==> config.mk <==
export PLATFORM = sky130hd
export DESIGN_NAME = pxs_cursor_ctrl
export DESIGN_NICKNAME = d
export VERILOG_FILES = /design/src/rtl/pxs_pkg.sv /design/src/rtl/pxs_frame_tick.sv /design/src/rtl/pxs_cursor_ctrl.sv
export SDC_FILE = /design/constraint.sdc
export NUM_CORES = 1
export LEC_CHECK = 0
export ABC_AREA = 1
export CAP_MARGIN = 10
export CORE_MARGIN = 4
export CORE_UTILIZATION = 43
export DETAILED_ROUTE_END_ITERATION = 8
export PLACE_DENSITY = 0.78
export REMOVE_ABC_BUFFERS = 1
export SLEW_MARGIN = 10
export SYNTH_ARGS = -nofsm -noshare
export SYNTH_HDL_FRONTEND = slang
export SYNTH_HIERARCHICAL = 1
export SYNTH_SLANG_ARGS = --single-unit
==> constraint.sdc <==
create_clock -name px_clk -period 3.2 [get_ports px_clk]
set_input_delay 0.64 -clock px_clk [delete_from_list [all_inputs] [get_ports px_clk]]
set_output_delay 0.64 -clock px_clk [all_outputs]
set_load 0.005 [all_outputs]
==> src/rtl/pxs_pkg.sv <==
// Shared definitions for the pixel-stream text console blocks.
package pxs_pkg;

    // Pixel stream layout
    localparam int unsigned PX_W       = 26;
    localparam int unsigned PX_ACTIVE  = 0;
    localparam int unsigned PX_VS      = 1;
    localparam int unsigned PX_HS      = 2;
    localparam int unsigned PX_YC_LSB  = 3;
    localparam int unsigned PX_YC_MSB  = 12;
    localparam int unsigned PX_XC_LSB  = 13;
    localparam int unsigned PX_XC_MSB  = 22;
    localparam int unsigned PX_RGB_LSB = 23;
    localparam int unsigned PX_RGB_MSB = 25;

    // Cursor command opcodes
    localparam logic [2:0] OP_NOP     = 3'd0;
    localparam logic [2:0] OP_SET     = 3'd1;
    localparam logic [2:0] OP_RIGHT   = 3'd2;
    localparam logic [2:0] OP_LEFT    = 3'd3;
    localparam logic [2:0] OP_UP      = 3'd4;
    localparam logic [2:0] OP_DOWN    = 3'd5;
    localparam logic [2:0] OP_NEWLINE = 3'd6;
    localparam logic [2:0] OP_STYLE   = 3'd7;

    // tcursor bit positions
    localparam int unsigned TC_EN        = 0;
    localparam int unsigned TC_BLINK     = 1;
    localparam int unsigned TC_SHAPE_LSB = 2;
    localparam int unsigned TC_SHAPE_MSB = 3;

    typedef enum logic [1:0] {
        StIdle,
        StPend,
        StApply
    } cursor_state_e;

endpackage

==> src/rtl/pxs_frame_tick.sv <==
// Frame tick: one-cycle pulse on the rising edge of VS in the pixel stream.
module pxs_frame_tick
    import pxs_pkg::*;
(
    input  logic            px_clk,
    input  logic            reset_n,
    input  logic [PX_W-1:0] RGBStr_i,
    output logic            tick
);

    logic vs_q;
    logic unused_stream;

    // Only VS matters here; the rest of the stream is deliberately ignored.
    assign unused_stream = ^{RGBStr_i[PX_W-1:PX_VS+1], RGBStr_i[PX_ACTIVE]};

    // Remember last cycle's VS for edge detection.
    always_ff @(posedge px_clk or negedge reset_n) begin
        if (!reset_n) begin
            vs_q <= 1'b0;
        end else begin
            vs_q <= RGBStr_i[PX_VS];
        end
    end

    assign tick = RGBStr_i[PX_VS] & ~vs_q;

endmodule

==> src/rtl/pxs_cursor_ctrl.sv <==
// Text cursor controller: frame-synchronous position/style updates and blink phase.
module pxs_cursor_ctrl
    import pxs_pkg::*;
#(
    parameter int unsigned COLS         = 80,
    parameter int unsigned ROWS         = 50,
    parameter int unsigned BLINK_FRAMES = 16,
    parameter int unsigned SYNC_UPDATE  = 1
) (
    input  logic            px_clk,
    input  logic            reset_n,
    input  logic [PX_W-1:0] RGBStr_i,
    input  logic            cmd_valid,
    output logic            cmd_ready,
    input  logic [2:0]      cmd_op,
    input  logic [6:0]      cmd_x,
    input  logic [6:0]      cmd_y,
    output logic [6:0]      pos_x,
    output logic [6:0]      pos_y,
    output logic [3:0]      tcursor,
    output logic            scroll_req
);

    localparam logic [6:0]      XMax   = 7'(COLS - 1);
    localparam logic [6:0]      YMax   = 7'(ROWS - 1);
    localparam int unsigned     CntW   = $clog2(BLINK_FRAMES);
    localparam logic [CntW-1:0] CntMax = CntW'(BLINK_FRAMES - 1);

    cursor_state_e   state_q;
    logic [2:0]      op_q;
    logic [6:0]      arg_x_q, arg_y_q;
    logic [CntW-1:0] cnt_q, cnt_d;
    logic            phase_q, phase_d;
    logic            blink_en_q, blink_en_d;
    logic            tick;
    logic            apply, is_move;
    logic [6:0]      mv_x, mv_y;
    logic            mv_scroll;

    pxs_frame_tick u_frame_tick (
        .px_clk   (px_clk),
        .reset_n  (reset_n),
        .RGBStr_i (RGBStr_i),
        .tick     (tick)
    );

    assign apply   = (state_q == StApply);
    assign is_move = (op_q != OP_NOP) && (op_q != OP_STYLE);

    // Candidate cursor position for the latched op; compares only, no modulo.
    always_comb begin
        mv_x      = pos_x;
        mv_y      = pos_y;
        mv_scroll = 1'b0;
        case (op_q)
            OP_SET: begin
                mv_x = (arg_x_q > XMax) ? XMax : arg_x_q;
                mv_y = (arg_y_q > YMax) ? YMax : arg_y_q;
            end
            OP_RIGHT: begin
                if (pos_x == XMax) begin
                    mv_x = '0;
                    if (pos_y == YMax) mv_scroll = 1'b1;
                    else               mv_y = pos_y + 7'd1;
                end else begin
                    mv_x = pos_x + 7'd1;
                end
            end
            OP_LEFT: begin
                if (pos_x != '0) begin
                    mv_x = pos_x - 7'd1;
                end else if (pos_y != '0) begin
                    mv_x = XMax;
                    mv_y = pos_y - 7'd1;
                end
            end
            OP_UP: begin
                if (pos_y != '0) mv_y = pos_y - 7'd1;
            end
            OP_DOWN: begin
                if (pos_y == YMax) mv_scroll = 1'b1;
                else               mv_y = pos_y + 7'd1;
            end
            OP_NEWLINE: begin
                mv_x = '0;
                if (pos_y == YMax) mv_scroll = 1'b1;
                else               mv_y = pos_y + 7'd1;
            end
            default: ;
        endcase
    end

    // Blink counter/phase next state; an applied move overrides a coincident wrap.
    always_comb begin
        cnt_d      = cnt_q;
        phase_d    = phase_q;
        blink_en_d = blink_en_q;
        if (tick) begin
            if (cnt_q == CntMax) begin
                cnt_d   = '0;
                phase_d = ~phase_q;
            end else begin
                cnt_d = cnt_q + CntW'(1);
            end
        end
        if (apply && is_move) begin
            cnt_d   = '0;
            phase_d = 1'b0;
        end
        if (apply && (op_q == OP_STYLE)) begin
            blink_en_d = arg_x_q[1];
        end
    end

    // Blink state registers.
    always_ff @(posedge px_clk or negedge reset_n) begin
        if (!reset_n) begin
            cnt_q      <= '0;
            phase_q    <= 1'b0;
            blink_en_q <= 1'b1;
        end else begin
            cnt_q      <= cnt_d;
            phase_q    <= phase_d;
            blink_en_q <= blink_en_d;
        end
    end

    // Command FSM with registered outputs.
    always_ff @(posedge px_clk or negedge reset_n) begin
        if (!reset_n) begin
            state_q    <= StIdle;
            cmd_ready  <= 1'b1;
            op_q       <= OP_NOP;
            arg_x_q    <= '0;
            arg_y_q    <= '0;
            pos_x      <= '0;
            pos_y      <= '0;
            tcursor    <= 4'b0001;
            scroll_req <= 1'b0;
        end else begin
            scroll_req         <= 1'b0;
            tcursor[TC_BLINK]  <= phase_d & blink_en_d;
            case (state_q)
                StIdle: begin
                    if (cmd_valid && cmd_ready) begin
                        op_q      <= cmd_op;
                        arg_x_q   <= cmd_x;
                        arg_y_q   <= cmd_y;
                        cmd_ready <= 1'b0;
                        state_q   <= (SYNC_UPDATE != 0) ? StPend : StApply;
                    end
                end
                StPend: begin
                    if (tick) state_q <= StApply;
                end
                StApply: begin
                    if (is_move) begin
                        pos_x      <= mv_x;
                        pos_y      <= mv_y;
                        scroll_req <= mv_scroll;
                    end
                    if (op_q == OP_STYLE) begin
                        tcursor[TC_EN]                     <= arg_x_q[0];
                        tcursor[TC_SHAPE_MSB:TC_SHAPE_LSB] <= arg_x_q[3:2];
                    end
                    cmd_ready <= 1'b1;
                    state_q   <= StIdle;
                end
                default: begin
                    state_q <= StIdle;
                end
            endcase
        end
    end

endmodule

### Word level (Yosys, flattened, before mapping)

Cells that the tools add are included.

| word-level totals | value |
|---|---|
| register bits after elaboration | 46 |
| latch bits | 0 |
| memory bits (writable) | 0 |
| bits in read-only memories | 0 |
| bits of input ports | 46 |
| word-level logic and storage cells | 90 |
| memories kept | 0 |

| operators by class | value |
|---|---|
| add/subtract/negate cells | 5 |
| multipliers | 0 |
| div/mod/pow operators | 0 |
| $lt $le $gt $ge | 2 |
| equality and inequality tests | 18 |
| shift operators | 0 |
| multiplexer cells | 28 |
| bitwise logic cells | 4 |
| reductions and logical operators | 19 |

Operators with widths:

| operator | count |
|---|---|
| two-way mux 7 bit | 9 |
| one-hot mux 7 bit (5 select lines) | 1 |
| one-hot mux 7 bit (4 select lines) | 1 |
| adder 7 x 1 -> 7 bit (second input constant) | 2 |
| nonzero test 7 bit | 2 |
| subtractor 7 x 1 -> 7 bit (second input constant) | 2 |
| equality test 3 bit (second input constant) | 4 |
| two-way mux 4 bit | 3 |
| two-way mux 1 bit | 9 |
| != test 2 bit (second input constant) | 4 |
| AND reduction 2 bit | 4 |
| equality test 7 x 6 -> 1 bit (second input constant) | 1 |
| equality test 7 bit (second input constant) | 1 |
| > comparator 7 x 6 -> 1 bit (second input constant) | 1 |
| > comparator 7 bit (second input constant) | 1 |
| equality test 3 x 2 -> 1 bit (second input constant) | 2 |
| != test 3 bit (second input constant) | 2 |
| AND reduction 5 bit | 1 |
| nonzero test 5 bit | 1 |
| adder 4 x 1 -> 4 bit (second input constant) | 1 |
| equality test 4 bit (second input constant) | 1 |
| logical AND 1 bit | 4 |
| two-way mux 2 bit | 2 |
| one-hot mux 1 bit (2 select lines) | 2 |
| other kinds (12) | 15 |

### Longest topological paths before layout

Gate-level depths: netlist (run 1).

| logic depth | value |
|---|---|
| depth after elaboration | 6 |
| mapped depth | 17 |
| gate-level depth less buffers | 17 |

### Hierarchy

The synthesis (run 1) kept the hierarchy.

Modules (own cells, without submodules):

| module | instances | cells each | area each (um2) | sequential area each (um2) |
|---|---|---|---|---|
| pxs_cursor_ctrl | 1 | 353 | 2,681.3 | 1,129.8 |
| pxs_frame_tick | 1 | 3 | 35.0 | 25.0 |

### Least setup slack after synthesis (run 1)

OpenSTA, ideal clock, no wires.

| timing path | value |
|---|---|
| path kind | reg2reg |
| start point | reg op_q[1] |
| end point | reg pos_y[6] |
| setup time | 114 ps |
| arrival | 1,626 ps |
| required time | 3,086 ps |
| setup slack | 1,460 ps |
| cell stages (with the launch flop) | 18 |
| period minus slack after synthesis | 1,740 ps |
| cell sequence | dfrtp_1 > inv_2 > nand3_2 > nand2_4 > nand2_1 > nand2_1 > inv_1 > ha_1 > inv_1 > nand2_1 > inv_1 > nor2_2 > nand2_1 > nand2_1 > nand3_1 > nand2_1 > inv_1 > nor2_1 |

| between the ends | value |
|---|---|
| longest elaborated chain between the ends | 4 |
| elaborated cells between the ends (all ways) | 15 |

RTL lines:

| what | line | text |
|---|---|---|
| start, declared | pxs_cursor_ctrl.sv:30 | `logic [2:0] op_q;` |
| start signal, assigned | pxs_cursor_ctrl.sv:146 | `op_q <= cmd_op;` |
| equality test 3 bit | pxs_cursor_ctrl.sv:55 | `case (op_q)` |
| OR reduction 2 bit (no line) | - |  |
| nonzero test 5 bit (no line) | - |  |
| AND reduction 5 bit (no line) | - |  |
| end signal, assigned | pxs_cursor_ctrl.sv:159 | `pos_y <= mv_y;` |
| end, declared | pxs_cursor_ctrl.sv:19 | `output logic [6:0] pos_y,` |

Several ways; a longest one is shown, not always the timed one.
A chain may end at the register's enable or synchronous reset.

### Worst setup path in the final report (run 1)

| timing path | value |
|---|---|
| start point | reg pos_x[2] |
| end point | out pos_x[2] |

RTL lines:

| what | line | text |
|---|---|---|
| start, declared | pxs_cursor_ctrl.sv:18 | `output logic [6:0] pos_x,` |
| start signal, assigned | pxs_cursor_ctrl.sv:158 | `pos_x <= mv_x;` |

No word-level cell between the ends.

==> results.cfg, run 1 <==
[outcome]
status = finished, final reports clean

[route]
route.detailed.wl_per_inst_um = 12.5
drt_wl_total_um = 5940
vias_per_cell = 5.09
remaining_drc_errors = 0
ant_nets = 0
firstDrtPassIters = 4
routed-via-count = 2419
first_iter_violations = 128

[timing]
worst-slew-pin-transition_ns = 1.00
final.min_clock_period_ns = 2.09
setup_tns_ns = 0
fmax_mhz = 479
worst_hold_check_slack_ns = 0.488
max_slew_margin_pct = 33.2
finalHoldViolations = 0
timing_max_transition_violations_final = 0
finalCritPeriodShare_pct = 65.2
finalSetupViolations = 0
rsz0062_at_grt = false
worst_clk_skew_ns = 0.0114

[cells_and_area]
ratio_of_cells_with_drive_above_1_in_the_final_layout_pct = 13.8
final_cells = 475
finish.net_count = 450
total_inserted_antenna_cells = 0
synthesis_to_finish_area_growth_pct = 22.8
finalCoreUtilization_pct = 55.3

[worst_setup_path]
rr_startpoint = pos_x[1]
critical_path.slowest_cell = sky130_fd_sc_hd__clkdlybuf4s50_1
reg2reg_to = pos_y[4]
worst_path_dominant_cell_family = buffers and inverters
critical_path_buf_inv_count = 1
path_class = register to output port
reg2regPathDepth = 12
timing.critical_path.cells = clkdlybuf4s50_1
critical-path-max-stage-delay_ns = 0.58
r2r_slack_ns = 1.17
worstPathArrival_ns = 1.45
worst_ep_required_time_ns = 2.56
path_max_fanout = 9
critical_path.endpoint_type = output port
startpoint_type_of_the_worst_setup_path = register

[min_path]
hold_end = cmd_ready
worst_hold_path_type = register to register
hp-start = cmd_ready
worstHoldPathCells = 2

[floorplan]
core.rowCount = 28
die_footprint_sq_um = 7650
floorplan.initialDensity_pct = 45.1
die_width_um = 87.5
core_area_sq_um = 6030
num_io_pins = 66
die_height_um = 87.5

[placement]
numPortBuffers = 40
dpl.cell_count = 467
gp_weighted_congestion = 0.886
dp_hpwl_um = 4480

[logic_synthesis]
ys_warn_count = 6
synth_area_sq_um = 2720
dominantRegCellSynth = sky130_fd_sc_hd__dfrtp_1
gate_count_after_technology_mapping = 356
synthArstFlopShare_pct = 100
ys_seq_elements = 46
netlist-cell-type-count = 37
syn_avg_cell_area_sq_um = 7.63
seq_area_frac_synth_pct = 42.5
synth-edff-count = 0

[grt]
grt_first_pass_wirelength_um = 10600
globalRouteTotalUtil_pct = 17.1
grt_max_degree = 47
antenna_violations_before_repair = 0
globalRouteOverflowTotal = 0
number_of_global_route_vias_before_repair = 2419

[clock_network]
clockBufferDepth = 2
cts_resized = 0
cts-root-buf = sky130_fd_sc_hd__clkbuf_8
numCtsBuffers = 5
cts_num_sinks = 46
hold_buffers = 0
clkTransAtPathRegs_ns = 0.09
post-cts-setup-buffer-count = 0
cts_max_level = 2
clk-insertion-delay-late_ns = 0.30
clock_tree_from_tritoncts = done

[power]
cellLeakagePower_nw = 1.55
pwr_density_cell_nw_per_um2 = 1010
power.ir.vdd_worst_mv = 0.461

[flow_run]
maxCapViolations = 0
[cells in the final DEF (no fill, tap or decap), drive strengths merged, types with 3 or more instances in the layout]
master / n
nand2: 94
inv: 52
nor2: 45
dfrtp: 43
clkdlybuf4s50: 39
o21ai: 32
nand3: 25
xor2: 11
a21oi: 10
nor3: 7
clkbuf: 6
nand4: 5
ha: 5
o211ai: 3
a31oi: 3
o22ai: 3
dfstp: 3
[stage by stage]
stage	power [mW]	cell area, sq um	setup WS [ns]
after global placement	2.77	3190	0.880
final	3.35	3330	1.11
after floorplan	2.28	2700	1.06
after detailed placement	2.82	3190	0.848
after global routing	3.67	3330	0.933
after CTS	3.37	3330	1.11
[flip-flops by register name, indices dropped and copies added (netlist names)]
signal and cells:
op_q 3, pos_y 7, arg_x_q 7, scroll_req 1, phase_q 1, tcursor 4
state_q 2, blink_en_q 1, pos_x 7, cmd_ready 1, cnt_q 4, u_frame_tick/vs_q 1
arg_y_q 7
[synth_stat cells (all sizes together) (2+ instances only)]
cell type   n  area share (%)
a21oi      10             2.0
a31oi       3            0.69
buf         2            0.37
clkbuf      3            0.41
dfrtp      43              40
dfstp       3             2.9
ha          5             2.3
inv        52             7.4
nand2      94              14
nand3      25             5.3
nand3b      2            0.55
nand4       5             1.2
nor2       45             8.3
nor3        7             1.5
o211ai      3            0.83
o21ai      32             6.0
o22ai       3            0.69
xor2       11             3.5
[worst max-delay path by stage]
stage,startpoint,end,slack (ns),cells past startpoint
6_report,pos_x[2],pos_x[2],1.11,1
5_1_grt,pos_x[1],pos_y[5],0.93,12
4_1_cts,pos_x[2],pos_x[2],1.11,1
3_5_place_dp,cmd_valid,arg_x_q[2],0.85,6
3_3_place_gp,cmd_valid,arg_y_q[1],0.88,6
2_1_floorplan,cmd_valid,arg_x_q[2],1.06,5
[routing by layer]
layer	part of all wire, %	wire, um	GRT usage [%]	up-vias
li1	-	-	-	1226
met2	47	2780	27.9	81
met4	1.8	105	6.28	0
met1	45	2670	21.9	1098
met5	0	0	0	-
met3	6.5	385	3.97	14
[power breakdown]
group | total (mW) | internal (mW) | switching (mW) | leakage [nW]
combinational | 1.71 | 0.728 | 0.987 | 0.901
clock | 0.537 | 0.333 | 0.204 | 0.0714
sequential | 1.10 | 0.843 | 0.259 | 0.575
total | 3.35 | 1.90 | 1.45 | 1.55
[area by class of cell]
class	instances	area, sq um
Clock inverter	2	60.1
Clock buffer	6	82.6
Tap cell	75	93.8
Timing Repair Buffer	41	403
Fill cell	589	2690
Inverter	53	204
Sequential cell	46	1150
Multi-Input combinational cell	252	1340
[kinds of logic after synthesis]
kind of cell / synth area share [%]
XOR/XNOR: 3.87
buffers and inverters: 8.29
AND/OR/NAND/NOR: 31.8
flip-flops: 42.5
multiplexers: 0.415
adder cells (fa/ha/maj): 2.30
AO/OA/AOI/OAI: 10.8
(Power assumes the default switching activity.)
==> run 2, diff against run 1 <==
- PLACE_DENSITY: 0.78 -> 0.81
- clock period: 3.2 -> 1.7 ns (I/O delays scaled with it)
==> results.cfg, run 2 (synthesis results as in run 1) <==
[worst_setup_path]
critical_path.endpoint_type = register
timing.critical_path.cells = inv_2 > nand3_4 > nand2_4 > nand2_4 > nand2_2 > inv_2 > ha_4 > inv_2 > nand2_4 > xor2_1 > o21ai_1 > nand2_1 > o21ai_1
worstPathArrival_ns = 1.94
critical_path_buf_inv_count = 3
worst_path_dominant_cell_family = simple AND/OR/NAND/NOR gates
path_class = register to register
worst_ep_required_time_ns = 1.93
critical-path-max-stage-delay_ns = 0.43
critical_path.slowest_cell = sky130_fd_sc_hd__dfrtp_1
path_max_fanout = 3
startpoint_type_of_the_worst_setup_path = register

[min_path]
worst_hold_path_type = register to register

[grt]
number_of_global_route_vias_before_repair = 2581
grt_first_pass_wirelength_um = 11400
globalRouteTotalUtil_pct = 18.6
antenna_violations_before_repair = 0
globalRouteOverflowTotal = 0
grt_max_degree = 30

[outcome]
violations = negative setup slack
status = finished, violations left

[route]
first_iter_violations = 203
ant_nets = 0
firstDrtPassIters = 5
remaining_drc_errors = 0
route.detailed.wl_per_inst_um = 13.5
drt_wl_total_um = 7070
vias_per_cell = 5.15
routed-via-count = 2695

[power]
power.ir.vdd_worst_mv = 0.941
cellLeakagePower_nw = 1.80
pwr_density_cell_nw_per_um2 = 1860

[timing]
worst_clk_skew_ns = 0.00729
finalHoldViolations = 0
worst-slew-pin-transition_ns = 0.431
timing_max_transition_violations_final = 0
max_slew_margin_pct = 71.3
worst_setup_slack_final_ns = -0.00211
finalSetupViolations = 2
fmax_mhz = 588
final.min_clock_period_ns = 1.70
finalCritPeriodShare_pct = 100
rsz0062_at_grt = true

[cells_and_area]
seq_cell_area_sq_um = 1160
total_inserted_antenna_cells = 0
ratio_of_cells_with_drive_above_1_in_the_final_layout_pct = 28.8
synthesis_to_finish_area_growth_pct = 41.8
finish.net_count = 498
multiInputGateArea_sq_um = 1490
most_frequent_cells_in_the_layout = sky130_fd_sc_hd__nand2_1, sky130_fd_sc_hd__buf_4, sky130_fd_sc_hd__dfrtp_1
fillCellCount = 487
final_cells = 523
final_common_cell = sky130_fd_sc_hd__nand2_1

[floorplan]
core.rowCount = 28
core_area_sq_um = 6030
die_footprint_sq_um = 7650
die_height_um = 87.5
floorplan.initialDensity_pct = 45.1
num_io_pins = 66
die_width_um = 87.5

[clock_network]
clockBufferDepth = 2
cts_num_sinks = 46
cts_max_level = 2
clock_tree_from_tritoncts = done
clk-insertion-delay-late_ns = 0.30
numCtsBuffers = 5
clkTransAtPathRegs_ns = 0.09
cts-root-buf = sky130_fd_sc_hd__clkbuf_8

[placement]
numPortBuffers = 40
dpl.cell_count = 502
place_worst_setup_slack_ns = -0.0666
dp_hpwl_um = 4990
gp_weighted_congestion = 0.900

[flow_run]
maxCapViolations = 0
[run 2: cell types whose count changed in the layout (fill, tap and decap cells not counted), sizes merged]
cell           previous run  this run
dlymetal6s2s              0         3
clkdlybuf4s50            39        36
bufinv                    2         0
clkinvlp                  0         2
dlygate4sd3               0         1
buf                       2        49
[run 2: final timing paths]
kind	start	end	slack [ns]	depth (start not counted)
worst min register to register	arg_y_q[0]	arg_y_q[0]	0.49	2
min in group asynchronous	reset_n	cnt_q[3]	0.52	2
worst max register to register	op_q[1]	pos_y[2]	-0.002	13
worst min-delay path	arg_y_q[0]	arg_y_q[0]	0.49	2
worst max-delay path	op_q[1]	pos_y[2]	-0.002	13
max in group asynchronous	reset_n	op_q[2]	0.66	3
[run 2: what timing repair did]
action	4_1_cts	5_1_grt
endpoints found under the setup margin	8	18
hold endpoints to repair	14	0
hold buffers	1	0
setup buffers	1	11
cloned	0	0
pin swaps	2	21
gates resized for setup	5	53
[run 2: power breakdown]
group	leakage [nW]	internal, mW	total [mW]	switching (mW)
Combinational	1.19	2.04	4.44	2.40
Clock	0.0374	0.290	0.672	0.382
Sequential	0.568	1.60	2.06	0.460
Total	1.80	3.93	7.17	3.24
[run 2: final cells by class]
type	instances	area share, %
Inverter	53	5.36
Clock buffer	6	1.88
Sequential cell	46	30.2
Timing Repair Buffer	89	21.1
Multi-Input combinational cell	252	38.6
Clock inverter	2	0.390
Tap cell	75	2.44
[run 2: metal layers]
layer	vias to the layer above	part of all wire, %	track usage [%]
met2	70	52	33.5
met1	1282	42	22.9
li1	1331	-	-
met5	-	0	0
met4	0	1.9	4.88
met3	12	4.6	2.84
[run 2: through the flow]
stage	area (sq um)	hold slack, ns	TNS [ns]	util, %	power (mW)
2_1_floorplan	2700	0.0444	-2.93	-	4.29
3_3_place_gp	3480	0.296	0	57.7	5.71
3_5_place_dp	3480	0.299	-0.121	57.7	5.82
4_1_cts	3610	0.487	-0.0128	59.9	6.58
5_1_grt	3850	0.518	-0.821	63.9	7.79
6_report	3850	0.488	-0.00315	63.9	7.17
[run 2: worst min-delay path, cell delays in order (launching register included)]
cell                      delay, ns
sky130_fd_sc_hd__dfrtp_1       0.36
sky130_fd_sc_hd__nand2_1       0.05
sky130_fd_sc_hd__nand2_1       0.04
